**config.mk**
```make
export PLATFORM = sky130hd
export DESIGN_NAME = imem_boot_ctrl
export DESIGN_NICKNAME = d
export VERILOG_FILES = /design/src/rtl/imem_boot_ctrl_pkg.sv /design/src/rtl/imem_boot_ctrl_word_counter.sv /design/src/rtl/imem_boot_ctrl.sv
export SDC_FILE = /design/constraint.sdc
export NUM_CORES = 1
export LEC_CHECK = 0
export CORE_ASPECT_RATIO = 0.7
export CORE_UTILIZATION = 35
export CTS_CLUSTER_DIAMETER = 100
export DETAILED_ROUTE_END_ITERATION = 8
export MAX_ROUTING_LAYER = met4
export PLACE_DENSITY_LB_ADDON = 0.08
export SLEW_MARGIN = 5
export SYNTH_ARGS = -nofsm -noshare
export SYNTH_HDL_FRONTEND = slang
export SYNTH_HIERARCHICAL = 1
export SYNTH_SLANG_ARGS = --single-unit
```
**constraint.sdc**
```tcl
create_clock -name clk -period 2.7 [get_ports clk]
set_input_delay 0.27 -clock clk [delete_from_list [all_inputs] [get_ports clk]]
set_output_delay 0.27 -clock clk [all_outputs]
set_load 0.005 [all_outputs]
```
**src/rtl/imem_boot_ctrl_pkg.sv**
```systemverilog
// Shared sizes, state encoding and helpers for the instruction-memory boot controller.
// Optional build macro: IMEM_CHECKSUM_EN (adds the CHECK/FAIL checksum stage).
package imem_boot_ctrl_pkg;

    localparam int unsigned WORD_SIZE     = 32;
    localparam int unsigned INST_MEM_SIZE = 256;
    localparam int unsigned IMEM_ADDR_W   = $clog2(INST_MEM_SIZE);
    localparam int unsigned CNT_W         = IMEM_ADDR_W + 1;

    localparam logic [WORD_SIZE-1:0] NOP_INSTR = 32'h0;

    typedef enum logic [2:0] {
        ST_IDLE  = 3'd0,
        ST_LOAD  = 3'd1,
        ST_CHECK = 3'd2,
        ST_RUN   = 3'd3,
        ST_FAIL  = 3'd4
    } boot_state_e;

    // Requested lengths beyond the array are truncated; the surplus is never requested.
    function automatic logic [CNT_W-1:0] clamp_len(input logic [CNT_W-1:0] len);
        return (len > CNT_W'(INST_MEM_SIZE)) ? CNT_W'(INST_MEM_SIZE) : len;
    endfunction

endpackage

```
**src/rtl/imem_boot_ctrl_word_counter.sv**
```systemverilog
// Boot word counter: write address during load plus last-word detect against the latched length.
import imem_boot_ctrl_pkg::*;

module imem_boot_ctrl_word_counter (
    input  logic                   clk,
    input  logic                   rst,
    input  logic                   clr,
    input  logic                   inc,
    input  logic [CNT_W-1:0]       len,
    output logic [IMEM_ADDR_W-1:0] addr,
    output logic                   last
);

    logic [CNT_W-1:0] cnt;

    always_ff @(posedge clk or negedge rst) begin
        if (!rst) begin
            cnt <= '0;
        end else if (clr) begin
            cnt <= '0;
        end else if (inc) begin
            cnt <= cnt + CNT_W'(1);
        end
    end

    // One extra bit lets the count reach DEPTH without aliasing address 0.
    assign addr = cnt[IMEM_ADDR_W-1:0];
    assign last = (cnt == len - CNT_W'(1));

endmodule

```
**src/rtl/imem_boot_ctrl.sv**
```systemverilog
// Owns the instruction-memory port: loads a program from a valid/ready boot stream, then serves fetch.
// Optional build macro: IMEM_CHECKSUM_EN (trailing checksum word verified before RUN).
import imem_boot_ctrl_pkg::*;

module imem_boot_ctrl (
    input  logic                   clk,
    input  logic                   rst,
    input  logic                   boot_start,
    input  logic [CNT_W-1:0]       boot_len,
    input  logic                   s_valid,
    input  logic [WORD_SIZE-1:0]   s_data,
    output logic                   s_ready,
    input  logic [WORD_SIZE-1:0]   fetch_addr,
    output logic [WORD_SIZE-1:0]   fetch_instr,
    output logic                   cpu_run,
    output logic                   fetch_fault,
    output logic                   mem_we,
    output logic [IMEM_ADDR_W-1:0] mem_addr,
    output logic [WORD_SIZE-1:0]   mem_wdata,
    input  logic [WORD_SIZE-1:0]   mem_rdata,
    output logic                   done,
    output logic                   err
);

    boot_state_e            state;
    logic [CNT_W-1:0]       len_q;
    logic [IMEM_ADDR_W-1:0] cnt_addr;
    logic                   last;
    logic                   hs;
    logic                   start_ok;
    logic                   in_run;
`ifdef IMEM_CHECKSUM_EN
    logic [WORD_SIZE-1:0]   sum_q;
`endif

    assign hs       = s_valid & s_ready;
    assign in_run   = (state == ST_RUN);
    assign start_ok = boot_start & (state inside {ST_IDLE, ST_RUN, ST_FAIL});

    imem_boot_ctrl_word_counter u_cnt (
        .clk  (clk),
        .rst  (rst),
        .clr  (start_ok),
        .inc  (hs & (state == ST_LOAD)),
        .len  (len_q),
        .addr (cnt_addr),
        .last (last)
    );

    always_ff @(posedge clk or negedge rst) begin
        if (!rst) begin
            state   <= ST_IDLE;
            len_q   <= '0;
            s_ready <= 1'b0;
            cpu_run <= 1'b0;
            done    <= 1'b0;
            err     <= 1'b0;
`ifdef IMEM_CHECKSUM_EN
            sum_q   <= '0;
`endif
        end else begin
            done <= 1'b0;
            case (state)
                ST_IDLE, ST_RUN, ST_FAIL: begin
                    if (boot_start) begin
                        len_q   <= clamp_len(boot_len);
                        err     <= (boot_len > CNT_W'(INST_MEM_SIZE));
                        cpu_run <= 1'b0;
`ifdef IMEM_CHECKSUM_EN
                        sum_q   <= '0;
`endif
                        if (boot_len == '0) begin
`ifdef IMEM_CHECKSUM_EN
                            state   <= ST_CHECK;
                            s_ready <= 1'b1;
`else
                            state   <= ST_RUN;
                            cpu_run <= 1'b1;
                            done    <= 1'b1;
`endif
                        end else begin
                            state   <= ST_LOAD;
                            s_ready <= 1'b1;
                        end
                    end
                end
                ST_LOAD: begin
                    if (hs) begin
`ifdef IMEM_CHECKSUM_EN
                        sum_q <= sum_q + s_data;
                        if (last) begin
                            state <= ST_CHECK;
                        end
`else
                        if (last) begin
                            state   <= ST_RUN;
                            s_ready <= 1'b0;
                            cpu_run <= 1'b1;
                            done    <= 1'b1;
                        end
`endif
                    end
                end
`ifdef IMEM_CHECKSUM_EN
                // Trailing word is compared against the running sum and never written.
                ST_CHECK: begin
                    if (hs) begin
                        s_ready <= 1'b0;
                        if (s_data == sum_q) begin
                            state   <= ST_RUN;
                            cpu_run <= 1'b1;
                            done    <= 1'b1;
                        end else begin
                            state <= ST_FAIL;
                            err   <= 1'b1;
                        end
                    end
                end
`endif
                default: begin
                    state   <= ST_IDLE;
                    s_ready <= 1'b0;
                    cpu_run <= 1'b0;
                end
            endcase
        end
    end

    // Memory port: fetch owns the address in RUN, the boot counter otherwise.
    assign fetch_fault = in_run & (fetch_addr >= WORD_SIZE'(INST_MEM_SIZE));
    assign fetch_instr = (in_run && !fetch_fault) ? mem_rdata : NOP_INSTR;
    assign mem_we      = hs & (state == ST_LOAD);
    assign mem_addr    = in_run ? fetch_addr[IMEM_ADDR_W-1:0] : cnt_addr;
    assign mem_wdata   = s_data;

endmodule

```
==> flow_summary.json, run 1 <==
{
  "synth_enable_flop_cells": 0,
  "yosys_warnings": 6,
  "cp.required_ps": 2430,
  "drive_above_1_share_pct": 17.16,
  "wl_met2_um": 3215,
  "critPathLaunchType": "input port",
  "critPathKind": "input port to output pin",
  "grt_usage_pct": 18.78,
  "dp_cells": 463,
  "cts_tree": "done",
  "htree_num_levels": 1,
  "layout_common_cells": "clkdlybuf4s50_1, inv_1, nor4_2",
  "tightest_slew_ps": 578.4,
  "cts_num_sinks": 23,
  "grt_pass1_wl_um": 10470,
  "status": "finished clean",
  "clkTransAtPathRegs_ps": 90,
  "hpwl_um": 5694,
  "period_minus_slack_ps": 2537,
  "synthFlopType": "dfrtp_1",
  "hold_violations": 0,
  "crit_chain": "clkdlybuf4s50_1, nor4_1, nand4_2, buf_12, nor4_2, clkdlybuf4s50_1",
  "grt_max_degree": 34,
  "ir_worst_vdd_mv": 0.1754,
  "ys_ff_latch": 23,
  "worstPathMaxFanout": 33,
  "grt_setup_unrepaired": "no",
  "overflow": 0,
  "syn_area_sq_um": 2452,
  "setup-tns-final_ps": 0,
  "routed.top_layer": "met4",
  "ys_async_sr_fraction_pct": 100.0,
  "cp_common_cell": "clkdlybuf4s50_1",
  "fp-row-count": 25,
  "crit_family": "buffers and inverters",
  "remaining_drc_errors": 0,
  "fin_crit_sh_pct": 93.98,
  "worstPathArrival_ps": 2270,
  "synth.distinct_cells": 51,
  "syn_to_final_growth_pct": 46.17,
  "layout_commonest_cell": "clkdlybuf4s50_1",
  "antenna_found_initial": 0,
  "vias": 2258,
  "power_density_nw_per_um2": 200.0,
  "end_kind": "output pin",
  "hold_path.class": "input port to async pin",
  "port_buffers": 122,
  "die_area_sq_um": 7351,
  "drv_cap": 0,
  "p_leak_nw": 1.444,
  "first_iter_violations": 94,
  "start_util_pct": 36.30,
  "fp.dieH_um": 72.04,
  "grt_pass1_vias": 2007,
  "rr_worst_depth": 9,
  "relSlewSlack_pct": 61.08,
  "r2r_end": "s_ready",
  "wire_per_inst_um": 15.13,
  "fin_nets": 488,
  "wl_met3_um": 543,
  "clockRootBuffer": "clkbuf_8",
  "firstDrtPassIters": 5,
  "clock.fmax_ghz": 0.3941,
  "final_max_slew_viol_count": 0,
  "worstReg2RegStart": "len_q[0]",
  "crit_start": "fetch_addr[12]",
  "clk_latency_ps": 270,
  "synth_nets": 404,
  "totalWireLength_um": 7065,
  "syn_area_per_cell_sq_um": 8.456,
  "ios": 187,
  "place.gp.congestion": 0.8483,
  "reg2reg_slack_ps": 200,
  "avgViaCountPerCell": 4.835,
  "slowest_delay_ps": 560,
  "antennaDiodeCount": 0,
  "finClkSkew_ps": 2.715,
  "core_area_sq_um": 6756,
  "die_w_um": 102.0,
  "crit_buf_inv": 3,
  "setup_viol": 0,
  "seq_area_frac_synth_pct": 23.47,
  "wl_met1_um": 3243,
  "ant_nets": 0,
  "clock_path_buffers": 2,
  "netlist_instances": 290,
  "cts_buffers": 3,
  "slowest_stage": "clkdlybuf4s50_1",
  "fin_cells": 467
}
==> how the worst max path moves through the flow <==
stage / slack (ps) / depth (start not counted) / end
after floorplan: 370 / 10 / s_ready
after global placement: 160 / 6 / fetch_instr[4]
after detailed placement: 130 / 6 / fetch_instr[16]
after CTS: 120 / 6 / fetch_instr[16]
after global routing: 9 / 9 / s_ready
final: 160 / 6 / fetch_instr[16]
==> synth_stat cells, drive strengths merged (3+ instances only) <==
cell | instances | area share, %
ha | 5 | 2.6
clkbuf | 8 | 1.6
nand2 | 25 | 3.8
buf | 47 | 14
nand3 | 5 | 1.0
nor3 | 3 | 0.82
nand2b | 4 | 1.0
inv | 39 | 6.0
dfrtp | 23 | 23
mux2 | 8 | 3.7
xnor2 | 6 | 2.1
xor2 | 11 | 3.9
nor4 | 40 | 19
o21ai | 12 | 2.4
nor2 | 16 | 2.4
a21oi | 4 | 0.82
nand4 | 4 | 1.3
==> area by class of cell <==
| cell class | instances | area [sq um] |
|---|---|---|
| Timing Repair Buffer | 134 | 1336 |
| Inverter | 40 | 150.1 |
| Tap cell | 94 | 117.6 |
| Clock inverter | 1 | 7.507 |
| Multi-Input combinational cell | 172 | 1356 |
| Clock buffer | 3 | 41.29 |
| Sequential cell | 23 | 575.6 |
| Fill cell | 642 | 3172 |
==> per-layer routing <==
metal / global-route usage [%] / vias to the layer above
met5: - / -
met4: 3.175 / 0
met3: 3.276 / 16
met2: 28.26 / 79
met1: 26.65 / 1042
li1: - / 1121
==> timing repair <==
item / in CTS / in global routing
setup endpoints to repair: 0 / 3
resized for setup: 0 / 3
setup buffers: 0 / 0
hold buffers: 0 / 0
==> flip-flops by register name, indices dropped and copies added (netlist names) <==
register and count:
cpu_run 1, u_cnt/cnt 9, state 1, s_ready 1
err 1, done 1, len_q 9
==> through the flow <==
stage	setup slack (ps)	power [mW]	area (sq um)	util, %	hold WS [ps]
after global routing	9.448	0.7505	3585	53.06	361.8
after floorplan	374.9	0.4109	2452	-	-25.59
final	162.6	0.7169	3585	53.06	345.5
after CTS	117.6	0.7286	3567	52.80	354.3
after global placement	162.5	0.4958	3518	52.07	473.9
after detailed placement	125.4	0.4977	3518	52.07	465.0
==> kinds of logic after synthesis <==
logic type / after synthesis / synth area share, %
AND/OR/NAND/NOR: 108 / 32.35
XOR/XNOR: 17 / 6.071
adder cells (fa/ha/maj): 5 / 2.551
multiplexers: 9 / 4.082
flip-flops: 23 / 23.47
AO/OA/AOI/OAI: 33 / 9.440
buffers and inverters: 95 / 22.04
==> where the power goes <==
part,switching [mW],internal [mW],leakage (nW)
clock network,0.123,0.105,0.0217
registers,0,0.344,0.316
logic,0.0415,0.104,1.11
No activity file was read; power rests on OpenSTA's default activity.
==> run 2: changes to the inputs <==
--- a/config.mk
+++ b/config.mk
@@ -11,7 +11,8 @@
 export DETAILED_ROUTE_END_ITERATION = 8
 export MAX_ROUTING_LAYER = met4
 export PLACE_DENSITY_LB_ADDON = 0.08
-export SLEW_MARGIN = 5
+export SETUP_SLACK_MARGIN = 0.1
+export SLEW_MARGIN = 0
 export SYNTH_ARGS = -nofsm -noshare
 export SYNTH_HDL_FRONTEND = slang
 export SYNTH_HIERARCHICAL = 1
==> run 2 against run 1 <==
Compared with the run above: design area grew 1.3%; non-clock buffer count is the same; sequential share of layout area shrank 0.20 points; die area is the same; critical path depth is the same.
==> flow_summary.json, run 2 (synthesis gave the netlist of run 1 again) <==
{
  "start_util_pct": 36.30,
  "crit_buf_inv": 3,
  "intPower_mw": 0.5536,
  "period_minus_slack_ps": 2497,
  "port_buffers": 122,
  "crit_chain": "clkdlybuf4s50_1, nor4_2, nand4_2, buf_12, nor4_2, clkdlybuf4s50_1",
  "seqPwrFrac_pct": 47.7,
  "clkTransAtPathRegs_ps": 90,
  "overflow": 0,
  "first_iter_violations": 93,
  "grt_max_degree": 34,
  "htree_num_levels": 1,
  "grt_pass1_wl_um": 10470,
  "switchingPower_mw": 0.1672,
  "fin_crit_sh_pct": 92.48,
  "ant_nets": 0,
  "slowest_stage": "clkdlybuf4s50_1",
  "grt_pass1_vias": 2007,
  "antennaDiodeCount": 0,
  "grt_setup_unrepaired": "no",
  "setup_viol": 0,
  "top_regs": "len_q (9), u_cnt/cnt (9)",
  "cts_buffers": 3,
  "swShare_pct": 23.20,
  "hpwl_um": 5694,
  "clockRootBuffer": "clkbuf_8",
  "finClkSkew_ps": 2.156,
  "fp.dieH_um": 72.04,
  "vias": 2269,
  "hold_path.class": "input port to async pin",
  "power_density_nw_per_um2": 198.5,
  "cts_num_sinks": 23,
  "worstPathArrival_ps": 2230,
  "fin_nets": 488,
  "clock_path_buffers": 2,
  "fin_cells": 467,
  "core_area_sq_um": 6756,
  "ios": 187,
  "end_kind": "output pin",
  "drv_cap": 0,
  "totalWireLength_um": 7190,
  "fp-row-count": 25,
  "critPathKind": "input port to output pin",
  "hold_violations": 0,
  "remaining_drc_errors": 0,
  "clk_latency_ps": 270,
  "status": "finished clean",
  "drive_above_1_share_pct": 18.77,
  "avgViaCountPerCell": 4.859,
  "cp.required_ps": 2430,
  "slowest_delay_ps": 560,
  "pwr-share-clk_pct": 31.7,
  "critPathLaunchType": "input port",
  "syn_to_final_growth_pct": 48.06,
  "crit_family": "buffers and inverters",
  "die_w_um": 102.0,
  "tightest_slew_ps": 580.0,
  "post_cts_buffers": 0,
  "cts_tree": "done",
  "fillers": 641,
  "setup-tns-final_ps": 0,
  "dp_cells": 463,
  "wire_per_inst_um": 15.40,
  "relSlewSlack_pct": 60.98,
  "clock.fmax_ghz": 0.4005,
  "layout_common_cells": "clkdlybuf4s50_1, inv_1, nor4_2",
  "grt_usage_pct": 18.78,
  "final_max_slew_viol_count": 0,
  "layout_commonest_cell": "clkdlybuf4s50_1",
  "p_leak_nw": 1.470,
  "die_area_sq_um": 7351,
  "ir_worst_vdd_mv": 0.1757,
  "firstDrtPassIters": 4,
  "place.gp.congestion": 0.8483,
  "worstPathMaxFanout": 33,
  "power_frac_comb_pct": 20.6,
  "antenna_found_initial": 0
}
[run 2: through the flow]
| step | hold WS [ps] | power (mW) | worst slack [ps] | instance area [sq um] | util, % |
|---|---|---|---|---|---|
| after floorplan | -25.59 | 0.4109 | 374.9 | 2452 | - |
| after global placement | 473.9 | 0.4958 | 162.5 | 3518 | 52.07 |
| after detailed placement | 465.0 | 0.4977 | 125.4 | 3518 | 52.07 |
| after CTS | 354.3 | 0.7286 | 117.6 | 3567 | 52.80 |
| after global routing | 361.8 | 0.7528 | 86.32 | 3631 | 53.74 |
| final | 345.6 | 0.7208 | 203.1 | 3631 | 53.74 |
[run 2: cell type report]
cell class | count | area [sq um] | share of cell area [%]
multi-input cells | 172 | 1395 | 38.42
repair buffers | 134 | 1344 | 37.01
clock buffers | 3 | 41.29 | 1.137
inverters | 40 | 150.1 | 4.135
clock inverters | 1 | 7.507 | 0.2068
flip-flops and latches | 23 | 575.6 | 15.85
well taps | 94 | 117.6 | 3.239
[run 2: power groups by stage]
stage | clock [mW] | combinational [mW] | sequential, mW
global placement | 0 | 0.145 | 0.351
CTS | 0.237 | 0.147 | 0.344
detailed placement | 0 | 0.147 | 0.351
global route | 0.249 | 0.160 | 0.344
floorplan | 0 | 0.0599 | 0.351
finish | 0.228 | 0.148 | 0.344
[run 2: worst register-to-register path: cells and delay by family (launching register included)]
kind / cells / cell delay (ps)
AOI/OAI and AO/OA: 3 / 620
buffers and inverters: 1 / 70
DFF: 1 / 420
adders and majority gates: 1 / 230
and+or+nand+nor: 4 / 1010
[run 2: timing repair]
item                       in CTS  in global routing
setup endpoints to repair       0                 28
gates resized for setup         0                 13
hold buffers                    0                  0
[run 2: path summary, 6_finish.rpt]
kind                           startpoint               to  cells past startpoint  slack (ps)
max in group asynchronous             rst     u_cnt/cnt[8]                      2        2120
setup / recovery           fetch_addr[30]  fetch_instr[16]                      6         200
setup reg to reg                 len_q[0]          s_ready                      9         250
hold reg to reg                       err              err                      1         500
hold / removal                        rst     u_cnt/cnt[0]                      2         350
min in group clk                      err              err                      1         500
[run 2: routing by layer]
layer  track usage, %  vias up  wire, um
li1                 -     1120         -
met1            26.65     1060      3221
met2            28.26       73      3389
met3            3.276       16       516
met4            3.175        0        63
met5                -        -         0
